$ cat src/rtl/cpu_pipe_pkg.sv
// Shared definitions for the CPU pipeline stages.
//   NOP_OPCODE_DEFAULT : bubble byte injected when no valid opcode is available
//   PC_WIDTH_DEFAULT   : default program counter / instruction address width
//   fetch_state_e      : fetch stage state encoding
package cpu_pipe_pkg;

    localparam int         PC_WIDTH_DEFAULT   = 16;
    localparam logic [7:0] NOP_OPCODE_DEFAULT = 8'h00;

    typedef enum logic [1:0] {
        ST_RST     = 2'd0,
        ST_FETCH   = 2'd1,
        ST_MEMWAIT = 2'd2,
        ST_BUSHELD = 2'd3
    } fetch_state_e;

endpackage : cpu_pipe_pkg

$ cat src/rtl/fetch_pc_reg.sv
// Program counter register for the fetch stage.
// Ports:
//   clk, rst_n  : clock and asynchronous active-low reset (PC -> RESET_VECTOR)
//   load        : load load_addr (highest priority)
//   load_addr   : new PC value
//   inc         : advance PC by one, wrapping modulo 2^PC_WIDTH
//   pc          : current PC
module fetch_pc_reg
    import cpu_pipe_pkg::*;
#(
    parameter int                  PC_WIDTH     = PC_WIDTH_DEFAULT,
    parameter logic [PC_WIDTH-1:0] RESET_VECTOR = {PC_WIDTH{1'b0}}
) (
    input  logic                clk,
    input  logic                rst_n,
    input  logic                load,
    input  logic [PC_WIDTH-1:0] load_addr,
    input  logic                inc,
    output logic [PC_WIDTH-1:0] pc
);

    logic [PC_WIDTH-1:0] pc_r;

    // PC register: load beats increment; the add wraps naturally at PC_WIDTH bits.
    always_ff @(posedge clk or negedge rst_n) begin
        if (!rst_n) begin
            pc_r <= RESET_VECTOR;
        end else if (load) begin
            pc_r <= load_addr;
        end else if (inc) begin
            pc_r <= pc_r + {{(PC_WIDTH-1){1'b0}}, 1'b1};
        end else begin
            pc_r <= pc_r;
        end
    end

    assign pc = pc_r;

endmodule : fetch_pc_reg

$ cat src/rtl/pipeline_stage0_fetch.sv
// Instruction fetch stage: owns the PC, drives the instruction memory read,
// yields the bus to DMA and feeds opcodes (or NOP bubbles) to Stage 1.
// Ports:
//   ClockIn, Reset_n        : clock, asynchronous active-low reset
//   FetchSurpress           : Stage 1 asks to skip this cycle's fetch
//   BusRequest / BusGrant   : DMA bus request / fetch unit has released the bus
//   PCLoad / PCLoadAddr     : redirect from a later stage
//   MemAddr/MemRead/MemData/MemReady : instruction memory read handshake
//   PipeOut / PCOut         : registered opcode and its address
module pipeline_stage0_fetch
    import cpu_pipe_pkg::*;
#(
    parameter int                  PC_WIDTH     = PC_WIDTH_DEFAULT,
    parameter logic [PC_WIDTH-1:0] RESET_VECTOR = {PC_WIDTH{1'b0}},
    parameter logic [7:0]          NOP_OPCODE   = NOP_OPCODE_DEFAULT
) (
    input  logic                ClockIn,
    input  logic                Reset_n,
    input  logic                FetchSurpress,
    input  logic                BusRequest,
    output logic                BusGrant,
    input  logic                PCLoad,
    input  logic [PC_WIDTH-1:0] PCLoadAddr,
    output logic [PC_WIDTH-1:0] MemAddr,
    output logic                MemRead,
    input  logic [7:0]          MemData,
    input  logic                MemReady,
    output logic [7:0]          PipeOut,
    output logic [PC_WIDTH-1:0] PCOut
);

    fetch_state_e        state_r;
    logic [7:0]          pipe_r;
    logic [PC_WIDTH-1:0] pcout_r;
    logic                grant_r;
    logic [PC_WIDTH-1:0] pc_s;
    logic                pc_load_s;
    logic                capture_s;

    fetch_pc_reg #(
        .PC_WIDTH     (PC_WIDTH),
        .RESET_VECTOR (RESET_VECTOR)
    ) u_pc (
        .clk       (ClockIn),
        .rst_n     (Reset_n),
        .load      (pc_load_s),
        .load_addr (PCLoadAddr),
        .inc       (capture_s),
        .pc        (pc_s)
    );

    // Decide whether this edge loads the PC or captures a fetched opcode.
    always_comb begin
        pc_load_s = 1'b0;
        capture_s = 1'b0;
        case (state_r)
            ST_FETCH: begin
                if (PCLoad) begin
                    pc_load_s = 1'b1;
                end else if (BusRequest || FetchSurpress) begin
                    capture_s = 1'b0;
                end else begin
                    capture_s = MemReady;
                end
            end
            ST_MEMWAIT: begin
                // Bus requests are ignored while an access is outstanding.
                if (PCLoad) begin
                    pc_load_s = 1'b1;
                end else if (FetchSurpress) begin
                    capture_s = 1'b0;
                end else begin
                    capture_s = MemReady;
                end
            end
            ST_BUSHELD: begin
                pc_load_s = PCLoad;
            end
            default: begin
                pc_load_s = 1'b0;
                capture_s = 1'b0;
            end
        endcase
    end

    // Fetch FSM with registered pipe byte, opcode address and bus grant.
    always_ff @(posedge ClockIn or negedge Reset_n) begin
        if (!Reset_n) begin
            state_r <= ST_RST;
            pipe_r  <= NOP_OPCODE;
            pcout_r <= RESET_VECTOR;
            grant_r <= 1'b0;
        end else begin
            case (state_r)
                ST_RST: begin
                    state_r <= ST_FETCH;
                    pipe_r  <= NOP_OPCODE;
                    grant_r <= 1'b0;
                end
                ST_FETCH: begin
                    if (PCLoad) begin
                        pipe_r  <= NOP_OPCODE;
                        state_r <= ST_FETCH;
                    end else if (BusRequest) begin
                        pipe_r  <= NOP_OPCODE;
                        grant_r <= 1'b1;
                        state_r <= ST_BUSHELD;
                    end else if (FetchSurpress) begin
                        pipe_r  <= NOP_OPCODE;
                        state_r <= ST_FETCH;
                    end else if (MemReady) begin
                        pipe_r  <= MemData;
                        pcout_r <= pc_s;
                        state_r <= ST_FETCH;
                    end else begin
                        pipe_r  <= NOP_OPCODE;
                        state_r <= ST_MEMWAIT;
                    end
                end
                ST_MEMWAIT: begin
                    if (PCLoad) begin
                        // Outstanding access abandoned; its data is dropped.
                        pipe_r  <= NOP_OPCODE;
                        state_r <= ST_FETCH;
                    end else if (FetchSurpress) begin
                        pipe_r  <= NOP_OPCODE;
                        state_r <= ST_MEMWAIT;
                    end else if (MemReady) begin
                        pipe_r  <= MemData;
                        pcout_r <= pc_s;
                        state_r <= ST_FETCH;
                    end else begin
                        pipe_r  <= NOP_OPCODE;
                        state_r <= ST_MEMWAIT;
                    end
                end
                ST_BUSHELD: begin
                    pipe_r <= NOP_OPCODE;
                    if (PCLoad || !BusRequest) begin
                        grant_r <= 1'b0;
                        state_r <= ST_FETCH;
                    end else begin
                        grant_r <= 1'b1;
                        state_r <= ST_BUSHELD;
                    end
                end
                default: begin
                    state_r <= ST_RST;
                    pipe_r  <= NOP_OPCODE;
                    grant_r <= 1'b0;
                end
            endcase
        end
    end

    assign MemRead  = ((state_r == ST_FETCH) || (state_r == ST_MEMWAIT))
                      && !FetchSurpress && !PCLoad;
    assign MemAddr  = pc_s;
    assign PipeOut  = pipe_r;
    assign PCOut    = pcout_r;
    assign BusGrant = grant_r;

endmodule : pipeline_stage0_fetch
$ cat config.mk
export PLATFORM = sky130hd
export DESIGN_NAME = pipeline_stage0_fetch
export DESIGN_NICKNAME = d
export VERILOG_FILES = /design/src/rtl/cpu_pipe_pkg.sv /design/src/rtl/fetch_pc_reg.sv /design/src/rtl/pipeline_stage0_fetch.sv
export SDC_FILE = /design/constraint.sdc
export NUM_CORES = 1
export LEC_CHECK = 0
export ABC_AREA = 0
export ABC_CLOCK_PERIOD_IN_PS = 2440
export BUFFER_PORTS_ARGS = -buffer_cell sky130_fd_sc_hd__buf_2
export CAP_MARGIN = 20
export CORE_MARGIN = 1.5
export CORE_UTILIZATION = 49
export CTS_CLUSTER_DIAMETER = 150
export DETAILED_ROUTE_END_ITERATION = 12
export GPL_ROUTABILITY_DRIVEN = 0
export PLACE_DENSITY = 0.84
export SYNTH_ARGS = -nofsm -noshare
export SYNTH_HDL_FRONTEND = slang
export SYNTH_SLANG_ARGS = --single-unit
$ cat constraint.sdc
create_clock -name ClockIn -period 2.44 [get_ports ClockIn]
set_clock_uncertainty 0.15 [all_clocks]
set_input_delay 0.122 -clock ClockIn [delete_from_list [all_inputs] [get_ports ClockIn]]
set_output_delay 0.122 -clock ClockIn [all_outputs]
set_load 0.1 [all_outputs]
**After elaboration in Yosys (flattened, before gate mapping)**

Cells that the tools add are included.

- Eq/ne operators: 7
- Add/subtract/negate cells: 1
- Mux-type cells: 33
- Reduce and logical (&&, ||, !) cells: 16

Operators by type and width:

| kind | count |
|---|---|
| 16-bit two-way mux | 7 |
| 8-bit two-way mux | 5 |
| 16-bit one-hot mux with 2 select lines | 1 |
| 8-bit one-hot mux with 3 select lines | 1 |
| 16-bit by 1-bit adder with 16-bit output (second input constant) | 1 |
| 2-bit two-way mux | 7 |
| 1-bit two-way mux | 8 |
| 2-bit inequality test (second input constant) | 4 |
| 2-bit one-hot mux with 4 select lines | 1 |
| 2-bit == test (second input constant) | 2 |
| 1-bit one-hot mux with 2 select lines | 2 |
| 4-bit AND reduction | 1 |
| 2-bit nonzero test | 2 |
| 2-bit OR reduction | 2 |
| 1-bit logical NOT | 3 |
| 1-bit logical OR | 3 |
| 1-bit one-hot mux with 3 select lines | 1 |
| 3-bit AND reduction | 1 |
| 3-bit nonzero test | 1 |
| 2-bit by 1-bit == test with 1-bit output (second input constant) | 1 |
| 1-bit logical AND | 2 |
| 2-bit logical NOT | 1 |

- Logic and storage cells: 62
- Input bits: 30
- Register bits after elaboration: 43
- Output and inout bits: 42

**Depth between registers and ports, before layout**

- Depth after elaboration: 6
- Gate-level depth with buffers: 7

**Modules after synthesis**

A second synthesis with hierarchy kept.

- Cell total of the unflattened synthesis: 183
- Area total of the unflattened synthesis: 2,160.8 um^2

Modules (own cells, without submodules):

| module | seq. area each (um^2) | area an instance (um^2) | cells each | instances |
|---|---|---|---|---|
| pipeline_stage0_fetch | 675.6 | 1,217.4 | 84 | 1 |
| fetch_pc_reg | 400.4 | 943.4 | 99 | 1 |

**Worst setup path before layout**

No wires, ideal clock.

- Kind: register to output
- Start point: register state_r[0]
- End point: output port MemRead
- Required time: 2.168 ns
- Path slack: -0.777 ns
- Path buffers: 0
- Arrival: 2.945 ns
- Cell stages (with the launch flop): 4
- Cells stage by stage: dfrtp_1 inv_1 ha_1 nor3b_1

- Word-level cells in the longest chain between the ends: 4

RTL lines:

| what | RTL line | RTL |
|---|---|---|
| start, declared | pipeline_stage0_fetch.sv:32 | `fetch_state_e state_r;` |
| start signal, assigned | pipeline_stage0_fetch.sv:89 | `state_r <= ST_RST;` |
| start signal, assigned | pipeline_stage0_fetch.sv:96 | `state_r <= ST_FETCH;` |
| start signal, assigned | pipeline_stage0_fetch.sv:103 | `state_r <= ST_FETCH;` |
| 2-bit by 1-bit == test with 1-bit output / 2-bit == test (equally long branches) | pipeline_stage0_fetch.sv:156 | `assign MemRead = ((state_r == ST_FETCH) \|\| (state_r == ST_MEMWAIT))` |
| 1-bit logical OR * | pipeline_stage0_fetch.sv:156 |  |
| 1-bit logical AND * (2 in series) | pipeline_stage0_fetch.sv:157 | `&& !FetchSurpress && !PCLoad;` |
| end, declared | pipeline_stage0_fetch.sv:25 | `output logic MemRead,` |

Every way passes the cells marked *; elsewhere a longest branch is shown, timed or not.

**Worst setup path in the final report**

- Start point: register state_r[1]
- End point: register u_pc.pc_r[12] (netlist: u_pc.pc[12])

- Word-level cells in the longest chain between the ends: 4

RTL lines:

| what | RTL line | RTL |
|---|---|---|
| 2-bit by 1-bit == test with 1-bit output / 2-bit == test (equally long branches) | pipeline_stage0_fetch.sv:56 | `case (state_r)` |
| 2-bit OR reduction (no line) | - |  |
| 1-bit one-hot mux with 2 select lines | pipeline_stage0_fetch.sv:56 |  |
| 16-bit two-way mux / 2-bit nonzero test (equally long branches) | - |  |
| end signal, assigned | fetch_pc_reg.sv:29 | `pc_r <= load_addr;` |
| end signal, assigned | fetch_pc_reg.sv:31 | `pc_r <= pc_r + {{(PC_WIDTH-1){1'b0}}, 1'b1};` |
| end signal, assigned | fetch_pc_reg.sv:33 | `pc_r <= pc_r;` |
| end, declared | fetch_pc_reg.sv:22 | `logic [PC_WIDTH-1:0] pc_r;` |

Several ways; a longest one is shown, not always the timed one.
A chain may end at the register's enable or synchronous reset.

==> metrics.md <==
| Metric | Value |
|---|---|
| Largest net degree at the start of global routing | 44 |
| Synth Area per Inst | 11.09 sq um |
| HP Class | input port to register |
| Setup crit end kind | register |
| FFs w/ async S/R, synth | 1.000 |
| First-pass GRT wire length | 7824 microns |
| Clock latency on the worst-skew pair | ~0.3 ns |
| TritonCTS Buffers | 5 |
| Max cap viols | 0 |
| Layout area overhead | 39.68% |
| CTS clk-pin slew, worst paths | around 0.080 ns |
| IO Pins | about 70 |
| Slew Limit Headroom | 0.3857 |
| Clk sink count | 43 |
| Total wire length | between 4000 and 5000 microns |
| Final ANT Viol Nets | 0 |
| Row count | 23 |
| Critical path type | register to register |
| Die X | 67.87 microns |
| Initial antenna violation count | 0 |
| Share of cells above drive strength 1 | 0.3677 |
| Worst EP arrival | 2.26 ns |
| Netlist cell types | 40 |
| Vias post-DR | 1,839 |
| Finish-stage setup viols | 0 |
| Overall die height | roughly 68 microns |
| Post-Syn Nets | 222 |
| Final period utilization | 0.8955 |
| Grt total ovfl | 0 |
| Post-synthesis mux area share | 0.08738 |
| Setup TNS | 0 ns |
| EDFF count, synth | 0 |
| Seq/Total Area, Yosys | 0.5218 |
| Fin cells | 341 |
| Main synth FF type | dfrtp_1 |
| Drt first pass iters | 4 |
| Clk buf depth | 2 |
| Nets@finish | between 300 and 400 |
| Setup ws final | about 0.26 ns |
| Dpl ws | 0.3177 ns |
| CTS tree | yes |
| Worst reg-to-reg setup slack | about 0.26 ns |
| Routed vias/inst | around 5.4 |
| Compound-gate portion of the synthesized area | 0.09527 |
| Wirelength per Cell | roughly 14 microns |
| Synth Area in Adders | 0.03641 |
| Crit Path Max Fanout | 7 |
| Antenna fix cells | 0 |
| Outcome | completed |
| Final hold vios | 0 |
| Synth Area in XOR/XNOR | 0.04248 |
| Full die area | 0.004606 sq mm |
| Postcts setup bufs | 0 |
| Fmax | 0.4577 GHz |
| Final instance area | 0.002880 sq mm |
| Simple-Gate Fraction of Synth Area | 0.1936 |
| Dpl cells | a little over 300 |
| Largest family of logic cells by synthesized area | simple AND/OR/NAND/NOR gates |
| Initial Util | 0.5118 |
| Worst Max-Slew Pin Slew | 0.9214 ns |
| Cell Area, Synth | just over 0.002 sq mm |
| All-Layer GR Usage | 0.2291 |
| Number of global-route vias before repair | 1,767 |
| Root buffer cell | clkbuf_8 |
| Placed cell area | about 0.0025 sq mm |
| I/O Buffers | between 70 and 80 |
| DP Wirelength | 3291 microns |
| DRC Markers | 0 |
| H-tree levels | 2 |
| Core ar. | 0.004029 sq mm |
| Crit path time final | ~2.2 ns |
| Synth Register Bits | 43 |
| RSZ-0062 raised after global routing | false |
| Critical Path RT | between 2 and 3 ns |
| Slew Viols, Final | 0 |
| DR iter-0 viols | between 70 and 80 |
| Fillers | between 300 and 400 |
| Gate Count Post-Synth | around 190 |
| CP startpoint kind | register |
| Synthesis Warnings | 0 |
==> layer usage <==
layer | up-vias | wire [microns] | global-route usage | part of all wire
li1 | 869 | - | - | -
met1 | 893 | 2033 | 0.2775 | 0.42
met2 | 64 | 2411 | 0.3750 | 0.50
met3 | 13 | 288 | 0.04934 | 0.059
met4 | 0 | 124 | 0.1375 | 0.026
met5 | - | 0 | 0 | 0
==> cells in the final DEF (no fill, tap or decap), drive strengths merged, types with 2 or more instances in the layout <==
cell type,netlist,final
o21ai,14,14
and2,10,10
dlygate4sd3,0,28
nor3b,2,2
xnor2,7,7
a311oi,2,2
nand2,16,16
nor2,13,13
nor2b,3,3
ha,6,6
dfrtp,43,43
a21oi,3,3
nand4,5,5
o211ai,5,5
clkbuf,4,6
mux2,16,16
o41ai,2,2
nand3,9,9
nor3,4,4
buf,2,75
and3,2,2
xor2,3,3
inv,4,4
and4,2,2
==> logic make-up (layout without fill, tap and decap cells) <==
| family | count (synthesis) | count (layout) |
|---|---|---|
| flip-flops | 43 | 43 |
| AND/OR/NAND/NOR | 71 | 71 |
| buffers and inverters | 10 | 115 |
| adder cells (fa/ha/maj) | 6 | 6 |
| AO/OA/AOI/OAI | 30 | 30 |
| multiplexers | 16 | 16 |
| XOR/XNOR | 10 | 10 |
==> synth_stat cells, types with 2 or more instances <==
| cell type | n | share of area |
|---|---|---|
| a21oi_1 | 3 | 0.0073 |
| a311oi_1 | 2 | 0.0085 |
| and2_1 | 10 | 0.030 |
| and3_1 | 2 | 0.0061 |
| clkbuf_1 | 3 | 0.0055 |
| dfrtp_1 | 43 | 0.52 |
| ha_1 | 6 | 0.036 |
| inv_1 | 4 | 0.0073 |
| mux2_2 | 16 | 0.087 |
| nand2_1 | 16 | 0.029 |
| nand3_1 | 8 | 0.019 |
| nand4_1 | 4 | 0.012 |
| nor2_1 | 13 | 0.024 |
| nor2b_1 | 3 | 0.0091 |
| nor3_1 | 3 | 0.0073 |
| nor3b_1 | 2 | 0.0073 |
| o211ai_1 | 4 | 0.015 |
| o21ai_0 | 12 | 0.029 |
| o21ai_1 | 2 | 0.0049 |
| o41ai_1 | 2 | 0.0085 |
| xnor2_1 | 7 | 0.030 |
| xor2_1 | 3 | 0.013 |
==> worst max-delay path, cell delays in order, from the launching register on <==
cell and delay (ns):
dfrtp_1 0.42, inv_1 0.09, ha_1 0.27, nor2b_1 0.34, o211a_1 0.32, nand4_1 0.20, xor2_1 0.20, o21ai_0 0.14
==> final cells by class <==
class	instances	area [sq um]	area share
clock buffers	6	82.58	0.02867
clock inverters	2	35.03	0.01216
inverters	4	15.01	0.005213
multi-input cells	133	943.4	0.3275
flip-flops and latches	43	1076	0.3736
well taps	50	62.56	0.02172
repair buffers	103	665.6	0.2311
==> stage by stage <==
stage	util	hold WS [ns]
6_report	0.7149	0.1917
4_1_cts	0.7149	0.1901
3_5_place_dp	0.6161	0.1647
2_1_floorplan	-	-0.3236
5_1_grt	0.7149	0.2501
3_3_place_gp	0.6161	0.1559
==> sequential cells by signal, summed over array words and instances (netlist names) <==
name,cells
PCOut,16
u_pc.pc,16
PipeOut,8
state_r,2
BusGrant,1
==> path summary, 6_finish.rpt <==
kind / endpoint / startpoint / cells past startpoint
setup / recovery: u_pc.pc[12] / state_r[1] / 7
hold / removal: state_r[1] / MemReady / 4
setup reg to reg: u_pc.pc[12] / state_r[1] / 7
hold reg to reg: PCOut[11] / PCOut[11] / 1
max in group asynchronous: PipeOut[7] / Reset_n / 2
min in group asynchronous: PCOut[14] / Reset_n / 2
==> what timing repair did <==
| item | CTS | global route |
|---|---|---|
| resized for setup | 0 | 0 |
| hold buffers | 28 | 0 |
| endpoints found under the hold margin | 69 | 0 |
Power is not shown: default switching activity piles up to over one toggle a cycle in this logic, so the estimate is an artifact.
